**src/rtl/arm_ctrl_pkg.sv**
```systemverilog
// Shared types and encodings for the multicycle ARM control unit.
package arm_ctrl_pkg;

    typedef enum logic [3:0] {
        FETCH, DECODE, MEMADR, MEMRD, MEMWB, MEMWR, EXECR, EXECI, ALUWB, BRANCH
    } state_t;

    localparam logic [2:0] ALU_ADD = 3'd0;
    localparam logic [2:0] ALU_SUB = 3'd1;
    localparam logic [2:0] ALU_AND = 3'd2;
    localparam logic [2:0] ALU_ORR = 3'd3;
    localparam logic [2:0] ALU_EOR = 3'd4;

    localparam logic [3:0] COND_EQ = 4'h0;
    localparam logic [3:0] COND_NE = 4'h1;
    localparam logic [3:0] COND_CS = 4'h2;
    localparam logic [3:0] COND_CC = 4'h3;
    localparam logic [3:0] COND_MI = 4'h4;
    localparam logic [3:0] COND_PL = 4'h5;
    localparam logic [3:0] COND_VS = 4'h6;
    localparam logic [3:0] COND_VC = 4'h7;
    localparam logic [3:0] COND_HI = 4'h8;
    localparam logic [3:0] COND_LS = 4'h9;
    localparam logic [3:0] COND_GE = 4'hA;
    localparam logic [3:0] COND_LT = 4'hB;
    localparam logic [3:0] COND_GT = 4'hC;
    localparam logic [3:0] COND_LE = 4'hD;
    localparam logic [3:0] COND_AL = 4'hE;
    localparam logic [3:0] COND_NV = 4'hF;

    localparam logic [1:0] RES_ALUOUT    = 2'b00;
    localparam logic [1:0] RES_DATA      = 2'b01;
    localparam logic [1:0] RES_ALURESULT = 2'b10;

    localparam logic [1:0] SRCA_RD1    = 2'b00;
    localparam logic [1:0] SRCA_PC     = 2'b01;
    localparam logic [1:0] SRCA_ALUOUT = 2'b10;

    localparam logic [1:0] SRCB_REG  = 2'b00;
    localparam logic [1:0] SRCB_IMM  = 2'b01;
    localparam logic [1:0] SRCB_FOUR = 2'b10;

endpackage

```
**src/rtl/multicycle_controller_if.sv**
```systemverilog
// Instruction/flag inputs and datapath control outputs of the multicycle controller.
interface multicycle_controller_if #(
    parameter int ALUCTRL_W = 2
);
    logic [3:0]           Cond;
    logic [1:0]           Op;
    logic [5:0]           Funct;
    logic [3:0]           Rd;
    logic [3:0]           ALUFlags;
    logic                 PCWrite;
    logic                 MemWrite;
    logic                 RegWrite;
    logic                 IRWrite;
    logic                 AdrSrc;
    logic [1:0]           ResultSrc;
    logic [1:0]           ALUSrcA;
    logic [1:0]           ALUSrcB;
    logic [1:0]           ImmSrc;
    logic [1:0]           RegSrc;
    logic [ALUCTRL_W-1:0] ALUControl;

    modport master (
        output Cond, Op, Funct, Rd, ALUFlags,
        input  PCWrite, MemWrite, RegWrite, IRWrite, AdrSrc,
               ResultSrc, ALUSrcA, ALUSrcB, ImmSrc, RegSrc, ALUControl
    );

    modport slave (
        input  Cond, Op, Funct, Rd, ALUFlags,
        output PCWrite, MemWrite, RegWrite, IRWrite, AdrSrc,
               ResultSrc, ALUSrcA, ALUSrcB, ImmSrc, RegSrc, ALUControl
    );
endinterface

```
**src/rtl/cond_unit.sv**
```systemverilog
// Architectural NZCV flags and condition-field evaluation.
module cond_unit
    import arm_ctrl_pkg::*;
(
    input  logic       clk,
    input  logic       reset,
    input  logic [3:0] i_cond,
    input  logic [3:0] i_alu_flags,
    input  logic [1:0] i_flag_w,
    output logic       o_cond_ex
);
    logic [3:0] r_nzcv;
    logic       w_n, w_z, w_c, w_v;

    assign {w_n, w_z, w_c, w_v} = r_nzcv;

    always_comb begin
        o_cond_ex = 1'b0;
        case (i_cond)
            COND_EQ: o_cond_ex = w_z;
            COND_NE: o_cond_ex = ~w_z;
            COND_CS: o_cond_ex = w_c;
            COND_CC: o_cond_ex = ~w_c;
            COND_MI: o_cond_ex = w_n;
            COND_PL: o_cond_ex = ~w_n;
            COND_VS: o_cond_ex = w_v;
            COND_VC: o_cond_ex = ~w_v;
            COND_HI: o_cond_ex = w_c & ~w_z;
            COND_LS: o_cond_ex = ~w_c | w_z;
            COND_GE: o_cond_ex = (w_n == w_v);
            COND_LT: o_cond_ex = (w_n != w_v);
            COND_GT: o_cond_ex = ~w_z & (w_n == w_v);
            COND_LE: o_cond_ex = w_z | (w_n != w_v);
            COND_AL: o_cond_ex = 1'b1;
            COND_NV: o_cond_ex = 1'b0;
        endcase
    end

    // FlagW is only nonzero during EXEC, so the flags only move in that cycle.
    always_ff @(posedge clk or posedge reset) begin
        if (reset) begin
            r_nzcv <= 4'b0000;
        end else if (o_cond_ex) begin
            if (i_flag_w[1]) r_nzcv[3:2] <= i_alu_flags[3:2];
            if (i_flag_w[0]) r_nzcv[1:0] <= i_alu_flags[1:0];
        end
    end
endmodule

```
**src/rtl/multicycle_controller.sv**
```systemverilog
// Multicycle ARM control unit: Moore FSM sequencing, ALU decode and condition-gated writes.
module multicycle_controller
    import arm_ctrl_pkg::*;
#(
    parameter int EXT_ALU   = 0,
    parameter int ALUCTRL_W = 2
) (
    input logic                   clk,
    input logic                   reset,
    multicycle_controller_if.slave bus
);
    state_t               r_state, w_next;
    logic                 w_next_pc, w_branch, w_regw, w_memw, w_alu_op, w_irwrite, w_adr_src;
    logic [1:0]           w_res_src, w_srca, w_srcb, w_flag_w;
    logic [ALUCTRL_W-1:0] w_alu_ctrl;
    logic                 w_nowrite, w_logic, w_unlisted, w_cond_ex;
    logic                 r_nowrite;

    generate
        if ((EXT_ALU != 0) ? (ALUCTRL_W != 3) : (ALUCTRL_W != 2)) begin : g_param_check
            $error("multicycle_controller: ALUCTRL_W must be 3 when EXT_ALU=1, else 2");
        end
    endgenerate

    always_ff @(posedge clk or posedge reset) begin
        if (reset) r_state <= FETCH;
        else       r_state <= w_next;
    end

    always_comb begin
        w_next = FETCH;
        case (r_state)
            FETCH:  w_next = DECODE;
            DECODE: begin
                case (bus.Op)
                    2'b00:   w_next = bus.Funct[5] ? EXECI : EXECR;
                    2'b01:   w_next = MEMADR;
                    2'b10:   w_next = BRANCH;
                    default: w_next = FETCH;
                endcase
            end
            MEMADR:       w_next = bus.Funct[0] ? MEMRD : MEMWR;
            MEMRD:        w_next = MEMWB;
            EXECR, EXECI: w_next = ALUWB;
            default:      w_next = FETCH;
        endcase
    end

    always_comb begin
        w_next_pc = 1'b0;
        w_branch  = 1'b0;
        w_regw    = 1'b0;
        w_memw    = 1'b0;
        w_alu_op  = 1'b0;
        w_irwrite = 1'b0;
        w_adr_src = 1'b0;
        w_res_src = RES_ALUOUT;
        w_srca    = SRCA_RD1;
        w_srcb    = SRCB_REG;
        case (r_state)
            FETCH: begin
                w_next_pc = 1'b1;
                w_irwrite = 1'b1;
                w_srca    = SRCA_PC;
                w_srcb    = SRCB_FOUR;
                w_res_src = RES_ALURESULT;
            end
            DECODE: begin
                w_srca    = SRCA_PC;
                w_srcb    = SRCB_FOUR;
                w_res_src = RES_ALURESULT;
            end
            MEMADR: w_srcb = SRCB_IMM;
            MEMRD:  w_adr_src = 1'b1;
            MEMWB: begin
                w_res_src = RES_DATA;
                w_regw    = 1'b1;
            end
            MEMWR: begin
                w_adr_src = 1'b1;
                w_memw    = 1'b1;
            end
            EXECR: w_alu_op = 1'b1;
            EXECI: begin
                w_srcb   = SRCB_IMM;
                w_alu_op = 1'b1;
            end
            ALUWB: w_regw = 1'b1;
            BRANCH: begin
                w_srca    = SRCA_ALUOUT;
                w_srcb    = SRCB_IMM;
                w_res_src = RES_ALURESULT;
                w_branch  = 1'b1;
            end
            default: ;
        endcase
    end

    always_comb begin
        w_alu_ctrl = ALUCTRL_W'(ALU_ADD);
        w_nowrite  = 1'b0;
        w_logic    = 1'b0;
        w_unlisted = 1'b0;
        w_flag_w   = 2'b00;
        if (w_alu_op) begin
            case (bus.Funct[4:1])
                4'b0100: w_alu_ctrl = ALUCTRL_W'(ALU_ADD);
                4'b0010: w_alu_ctrl = ALUCTRL_W'(ALU_SUB);
                4'b0000: begin w_alu_ctrl = ALUCTRL_W'(ALU_AND); w_logic = 1'b1; end
                4'b1100: begin w_alu_ctrl = ALUCTRL_W'(ALU_ORR); w_logic = 1'b1; end
                4'b0001: begin
                    if (EXT_ALU != 0) begin
                        w_alu_ctrl = ALUCTRL_W'(ALU_EOR);
                        w_logic    = 1'b1;
                    end else begin
                        w_unlisted = 1'b1;
                    end
                end
                4'b1010: begin
                    if (EXT_ALU != 0) begin
                        w_alu_ctrl = ALUCTRL_W'(ALU_SUB);
                        w_nowrite  = 1'b1;
                    end else begin
                        w_unlisted = 1'b1;
                    end
                end
                default: w_unlisted = 1'b1;
            endcase
            if (w_unlisted) w_nowrite = 1'b1;
            // Logical ops leave C and V alone.
            if (bus.Funct[0] && !w_unlisted) w_flag_w = w_logic ? 2'b10 : 2'b11;
        end
    end

    // ALUWB always directly follows EXEC, so a one-cycle capture is enough.
    always_ff @(posedge clk or posedge reset) begin
        if (reset) r_nowrite <= 1'b0;
        else       r_nowrite <= w_alu_op & w_nowrite;
    end

    cond_unit u_cond (
        .clk         (clk),
        .reset       (reset),
        .i_cond      (bus.Cond),
        .i_alu_flags (bus.ALUFlags),
        .i_flag_w    (w_flag_w),
        .o_cond_ex   (w_cond_ex)
    );

    assign bus.PCWrite    = w_next_pc | (w_cond_ex & (w_branch | (w_regw & (bus.Rd == 4'hF))));
    assign bus.RegWrite   = w_regw & w_cond_ex & ~r_nowrite;
    assign bus.MemWrite   = w_memw & w_cond_ex;
    assign bus.IRWrite    = w_irwrite;
    assign bus.AdrSrc     = w_adr_src;
    assign bus.ResultSrc  = w_res_src;
    assign bus.ALUSrcA    = w_srca;
    assign bus.ALUSrcB    = w_srcb;
    assign bus.ALUControl = w_alu_ctrl;
    assign bus.ImmSrc     = bus.Op;
    assign bus.RegSrc     = {bus.Op == 2'b01, bus.Op == 2'b10};
endmodule
```
**src/flat_wrapper.sv**
```systemverilog
// flat-port wrapper written by rule: the top's interface ports become plain ports
module multicycle_controller_flat import arm_ctrl_pkg::*;
#(
    parameter int EXT_ALU   = 0,
    parameter int ALUCTRL_W = 2
)
  (clk, reset, bus_Cond, bus_Op, bus_Funct, bus_Rd, bus_ALUFlags, bus_PCWrite, bus_MemWrite, bus_RegWrite, bus_IRWrite, bus_AdrSrc, bus_ResultSrc, bus_ALUSrcA, bus_ALUSrcB, bus_ImmSrc, bus_RegSrc, bus_ALUControl);
  multicycle_controller_if #(.ALUCTRL_W(ALUCTRL_W)) bus_i ();
  input logic clk;
  input logic reset;
  input wire logic [$bits(bus_i.Cond)-1:0] bus_Cond;
  input wire logic [$bits(bus_i.Op)-1:0] bus_Op;
  input wire logic [$bits(bus_i.Funct)-1:0] bus_Funct;
  input wire logic [$bits(bus_i.Rd)-1:0] bus_Rd;
  input wire logic [$bits(bus_i.ALUFlags)-1:0] bus_ALUFlags;
  output wire logic [$bits(bus_i.PCWrite)-1:0] bus_PCWrite;
  output wire logic [$bits(bus_i.MemWrite)-1:0] bus_MemWrite;
  output wire logic [$bits(bus_i.RegWrite)-1:0] bus_RegWrite;
  output wire logic [$bits(bus_i.IRWrite)-1:0] bus_IRWrite;
  output wire logic [$bits(bus_i.AdrSrc)-1:0] bus_AdrSrc;
  output wire logic [$bits(bus_i.ResultSrc)-1:0] bus_ResultSrc;
  output wire logic [$bits(bus_i.ALUSrcA)-1:0] bus_ALUSrcA;
  output wire logic [$bits(bus_i.ALUSrcB)-1:0] bus_ALUSrcB;
  output wire logic [$bits(bus_i.ImmSrc)-1:0] bus_ImmSrc;
  output wire logic [$bits(bus_i.RegSrc)-1:0] bus_RegSrc;
  output wire logic [$bits(bus_i.ALUControl)-1:0] bus_ALUControl;
  assign bus_i.Cond = bus_Cond;
  assign bus_i.Op = bus_Op;
  assign bus_i.Funct = bus_Funct;
  assign bus_i.Rd = bus_Rd;
  assign bus_i.ALUFlags = bus_ALUFlags;
  assign bus_PCWrite = bus_i.PCWrite;
  assign bus_MemWrite = bus_i.MemWrite;
  assign bus_RegWrite = bus_i.RegWrite;
  assign bus_IRWrite = bus_i.IRWrite;
  assign bus_AdrSrc = bus_i.AdrSrc;
  assign bus_ResultSrc = bus_i.ResultSrc;
  assign bus_ALUSrcA = bus_i.ALUSrcA;
  assign bus_ALUSrcB = bus_i.ALUSrcB;
  assign bus_ImmSrc = bus_i.ImmSrc;
  assign bus_RegSrc = bus_i.RegSrc;
  assign bus_ALUControl = bus_i.ALUControl;
  multicycle_controller #(.EXT_ALU(EXT_ALU), .ALUCTRL_W(ALUCTRL_W)) u_core (.clk(clk), .reset(reset), .bus(bus_i));
endmodule
```
**config.mk**
```make
export PLATFORM = sky130hd
export DESIGN_NAME = multicycle_controller_flat
export DESIGN_NICKNAME = d
export VERILOG_FILES = /design/src/rtl/arm_ctrl_pkg.sv /design/src/rtl/multicycle_controller_if.sv /design/src/rtl/cond_unit.sv /design/src/rtl/multicycle_controller.sv /design/src/flat_wrapper.sv
export SDC_FILE = /design/constraint.sdc
export NUM_CORES = 1
export LEC_CHECK = 0
export CORE_UTILIZATION = 41
export CTS_BUF_LIST = sky130_fd_sc_hd__clkbuf_8 sky130_fd_sc_hd__clkbuf_16
export DETAILED_ROUTE_END_ITERATION = 6
export PLACE_DENSITY = 0.79
export SKIP_CTS_REPAIR_TIMING = 1
export SLEW_MARGIN = 20
export SYNTH_ARGS = -nofsm -noshare
export SYNTH_HDL_FRONTEND = slang
export SYNTH_SLANG_ARGS = --single-unit
```
**constraint.sdc**
```tcl
create_clock -name clk -period 2.4 [get_ports clk]
set_clock_uncertainty 0.2 [all_clocks]
set_input_delay 0.48 -clock clk [delete_from_list [all_inputs] [get_ports clk]]
set_output_delay 0.48 -clock clk [all_outputs]
set_load 0.05 [all_outputs]
```
After elaboration in Yosys (flattened, before gate mapping):

Cells that the tools add are included.

* eq/ne operators: 32
* multiplexer cells: 25
* bitwise operators: 17
* reductions and logical operators: 16

Operators by type and width (count)
* == test 4 bit (second input constant): 12
* == test 4 x 3 -> 1 bit (second input constant): 9
* == test 4 x 2 -> 1 bit (second input constant): 5
* case mux 4 bit (5 select lines): 1
* case mux 1 bit (16 select lines): 1
* 2-to-1 mux 1 bit: 14
* logical NOT 4 bit: 3
* case mux 2 bit (2 select lines): 3
* case mux 4 bit (3 select lines): 1
* OR reduction 2 bit: 5
* bitwise AND 1 bit: 8
* == test 4 x 1 -> 1 bit (second input constant): 2
* 2-to-1 mux 2 bit: 3
* case mux 2 bit (3 select lines): 1
* OR reduction 3 bit: 2
* NOT 1 bit: 5
* bitwise OR 1 bit: 4
* AND reduction 2 bit: 2
* OR reduction 4 bit: 1
* 2-to-1 mux 3 bit: 1
* == test 2 x 1 -> 1 bit (second input constant): 1
* == test 2 bit (second input constant): 1
* logical NOT 2 bit: 1
* == test 1 bit: 1
* 3 further kinds: 3

* register bits after elaboration: 9
* input bits: 22
* output and inout bits: 17
* word-level logic and storage cells: 94

Logic depth before layout (Yosys ltp):

* depth after elaboration: 9
* gate-level depth with buffers: 6
* mapped depth without buffers: 5

Hierarchy:

From an unflattened synthesis, not the netlist that was laid out.

* cells, all modules: 96
* area, all modules: 857.1 um^2

Modules (own cells, without submodules)
* multicycle_controller: instances 1, cells each 66, area an instance 515.5 um^2, seq. area each 125.1 um^2
* cond_unit: instances 1, cells each 30, area an instance 341.6 um^2, seq. area each 100.1 um^2

Worst setup path after synthesis:

OpenSTA, ideal clock, no wires.

* path type: input to output
* start point: input bus_Cond[0]
* end point: output bus_PCWrite
* arrival: 2.642 ns
* required time: 1.720 ns
* path slack: -0.922 ns
* stages: 6
* buffers on the path: 1
* cells stage by stage: buf_2 -> nor2b_1 -> a211oi_1 -> a2111o_1 -> o21a_4 -> o31ai_1

* cells in the longest elaborated chain, start to end: 4
* elaborated cells on any way between the ends: 19
* classes of those cells: eq/ne (15); mux (1); bitwise (2); reduce/logical (1)

RTL lines
* start, declared: RTL line flat_wrapper.sv:11 `input wire logic [$bits(bus_i.Cond)-1:0] bus_Cond;`
* == test 4 bit (tied with other cells): RTL line cond_unit.sv:19 `case (i_cond)`
* case mux 1 bit (16 select lines) *: RTL line cond_unit.sv:19
* bitwise AND 1 bit *: RTL line multicycle_controller.sv:150 `assign bus.PCWrite = w_next_pc | (w_cond_ex & (w_branch | (w_regw & (bus.Rd == 4'hF))));`
* bitwise OR 1 bit *: RTL line multicycle_controller.sv:150
* end, declared: RTL line flat_wrapper.sv:16 `output wire logic [$bits(bus_i.PCWrite)-1:0] bus_PCWrite;`

Mark *: on every way between the ends. The rest lies on a longest branch, timed or not.

Final worst setup path:

* start point: register u_core.u_cond.r_nzcv[0]
* end point: output bus_RegWrite

* cells in the longest elaborated chain, start to end: 5
* elaborated cells on any way between the ends: 8
* classes of those cells: eq/ne (2); mux (1); bitwise (5)

RTL lines
* start, declared: RTL line cond_unit.sv:12 `logic [3:0] r_nzcv;`
* start signal, assigned: RTL line cond_unit.sv:45 `if (i_flag_w[0]) r_nzcv[1:0] <= i_alu_flags[1:0];`
* inequality test 1 bit / == test 1 bit (equally long branches)
* bitwise OR 1 bit / bitwise AND 1 bit (equally long branches): RTL line cond_unit.sv:33, cond_unit.sv:32
* case mux 1 bit (16 select lines) *: RTL line cond_unit.sv:19
* bitwise AND 1 bit * (2 in series): RTL line multicycle_controller.sv:151 `assign bus.RegWrite = w_regw & w_cond_ex & ~r_nowrite;`
* end, declared: RTL line flat_wrapper.sv:18 `output wire logic [$bits(bus_i.RegWrite)-1:0] bus_RegWrite;`

Marked as above.

==> impl_metrics.yaml <==
status:
  violations: "negative setup slack"
  outcome: "complete, but fails checks"
sta:
  tightest_slew_ns: 0.530
  final.min_clock_period_ns: 2.69
  post-route-period-util_pct: 112
  rsz0062_at_grt: "yes"
  slew_headroom_pct: 64.3
  layout_setup_ws_ns: -0.294
  slew_viol_final: 0
  timing.fmax_ghz: 0.371
  finalHoldViolations: 0
  setup_viol: 3
critical_path:
  r2r_end: "u_core.u_cond.r_nzcv[0]"
  r2r_cells: 7
  cp-end-kind: "output pin"
  cp.arrival_ns: 2.01
  start_kind: "register"
  cp.required_ns: 1.72
  crit_end: "bus_RegWrite"
  cp_max_fo: 4
  path_class: "register to output pin"
  critPathLaunch: "u_core.u_cond.r_nzcv[0]"
  rr_startpoint: "u_core.r_state[1]"
  rrSetupSlack_ns: 0.18
worst_hold_path:
  hold_class: "input pin to async pin"
floorplan:
  ios: 39
  placementRows: 16
  die_x_um: 47.8
  fp.dieH_um: 47.8
  design.core.area_um2: 1960
  dieArea_um2: 2280
  start_util_pct: 43.8
global_route:
  gr-total-overflow: 0
  gr-usage-all-layers_pct: 27.3
  grt_pass1_vias: 1024
  grt_antenna_before_repair: 0
  grt_max_degree: 11
  grt_pass1_wl_mm: 4.27
synth:
  synth_top_cell_by_area: "dfrtp_1"
  synthCells: 111
  yosysWarnings: 0
  synth_top_flop_cell: "dfrtp_1"
  synth.net_count: 133
  netlist_area_um2: 860
  synthArstFlopShare_pct: 100
  synth_top_area_share_pct: 26.2
  synth_edf_count: 0
  yosysSeqAreaShare_pct: 26.2
  ys_ff_latch: 9
  synthTopCellsByArea: "dfrtp_1 (26%), nor3_1 (5.8%), xnor2_1 (5.1%)"
  syn-mean-instance-area_um2: 7.74
  synth_cell_type_count: 39
detailed_routing:
  wl_mm: 3.17
  vias_per_cell: 5.47
  firstDrtPassIters: 4
  drtIter0Drc: 15
  vias: 1099
  drt.antenna.violating_nets: 0
  wl_per_cell_um: 15.8
  drc_errors: 0
place:
  dp.cells: 197
  place_congestion: 0.824
  pre_cts_slack_ns: -0.667
  hpwl_mm: 2.29
  io_buffers: 38
final_layout:
  mostFrequentLayoutCells: "buf_4 (31), clkdlybuf4s50_1 (18), buf_12 (14), inv_1 (10), nor2_1 (10)"
  area_growth_pct: 102
  final_common_cell: "buf_4"
  diodes: 0
  finalNetCount: 197
  drive_above_1_share_pct: 42.0
  final_util_pct: 88.6
  fin_cells: 201
cts:
  cts_tree: "yes"
  cts.sinks: 9
  clk_pin_slew_ns: 0.04
  cts-root-buf: "clkbuf_8"
  clkLatencyLatePin_ns: 0.23
  cts_buffers: 3
  cts_max_path_buffers: 2
  htreeDepth: 1
run:
  cap_violations: 0
power_and_ir_drop:
  power_density_nw_per_um2: 1020
  p_leak_nw: 0.751
  ir_worst_vdd_v: 0.00110
synth_stat cells, types with 2 or more instances:
cell type and instances:
o32ai_1 4, dfrtp_1 9, nor2b_1 5, buf_4 2, nor4_1 2, a21oi_1 5
nor3_1 10, o21ai_0 7, mux2i_1 2, and2_1 2, nand2_1 5, nor2_1 11
or4_1 2, nand3_1 3, clkbuf_1 3, nand3b_1 2, xnor2_1 5, buf_2 2
inv_1 10
cell families after synthesis:
| group | after synthesis | synth area share [%] |
|---|---|---|
| buffers and inverters | 17 | 8.59 |
| xor gates and xnor gates | 7 | 8.01 |
| DFF | 9 | 26.2 |
| muxes | 3 | 3.64 |
| and+or+nand+nor | 49 | 31.2 |
| AOI/OAI and AO/OA | 26 | 22.4 |
state kept, by name, indices dropped and copies added, names as in the netlist:
name,flops
u_core.r_nowrite,1
u_core.r_state,4
u_core.u_cond.r_nzcv,4
through the flow:
stage               setup TNS (ns)  cell area, um2  power, mW  hold slack, ns
global placement             -2.71            1630       1.52           0.342
detailed placement           -3.31            1630       1.56           0.363
finish                      -0.828            1740       1.78           0.315
floorplan                   -0.500             911      0.995           0.108
global route                 -1.05            1740       1.87           0.378
CTS                          -2.67            1670       1.73           0.330
routing by layer:
layer | wire length, um | GRT usage [%]
met1 | 1270 | 31.2
met2 | 1720 | 52.2
met3 | 120 | 3.40
met4 | 61 | 8.33
met5 | 0 | 0
cell type report:
cell class | count | area [um2]
Inverter | 10 | 37.5
Tap cell | 27 | 33.8
Timing Repair Buffer | 66 | 716
Clock inverter | 1 | 3.75
Clock buffer | 3 | 41.3
Multi-Input combinational cell | 85 | 682
Fill cell | 88 | 223
Sequential cell | 9 | 225
worst min path at each step:
stage                            startpoint                 endpoint  slack [ns]  cells after the start
final                                 reset         u_core.r_nowrite        0.32                      2
after global routing                  reset  u_core.u_cond.r_nzcv[0]        0.38                      2
after CTS                             reset         u_core.r_nowrite        0.33                      2
after detailed placement  u_core.r_state[0]        u_core.r_state[0]        0.36                      1
after global placement    u_core.r_state[0]        u_core.r_state[0]        0.34                      1
after floorplan                       reset         u_core.r_nowrite        0.11                      1
critical path, stage by stage, from the launching register on:
cell and delay, ns:
dfrtp_1 0.40, xnor2_2 0.21, buf_4 0.15, mux2i_2 0.24
a21oi_2 0.10, o21a_4 0.23, nor4_4 0.26, buf_12 0.18
where the power goes:
part | switching (mW) | total, mW | internal [mW] | leakage [nW]
combinational | 0.774 | 1.35 | 0.576 | 0.604
sequential | 0.0618 | 0.257 | 0.196 | 0.121
clock | 0.0593 | 0.171 | 0.111 | 0.0269
total | 0.895 | 1.78 | 0.883 | 0.751
No activity file was read; power rests on OpenSTA's default activity.
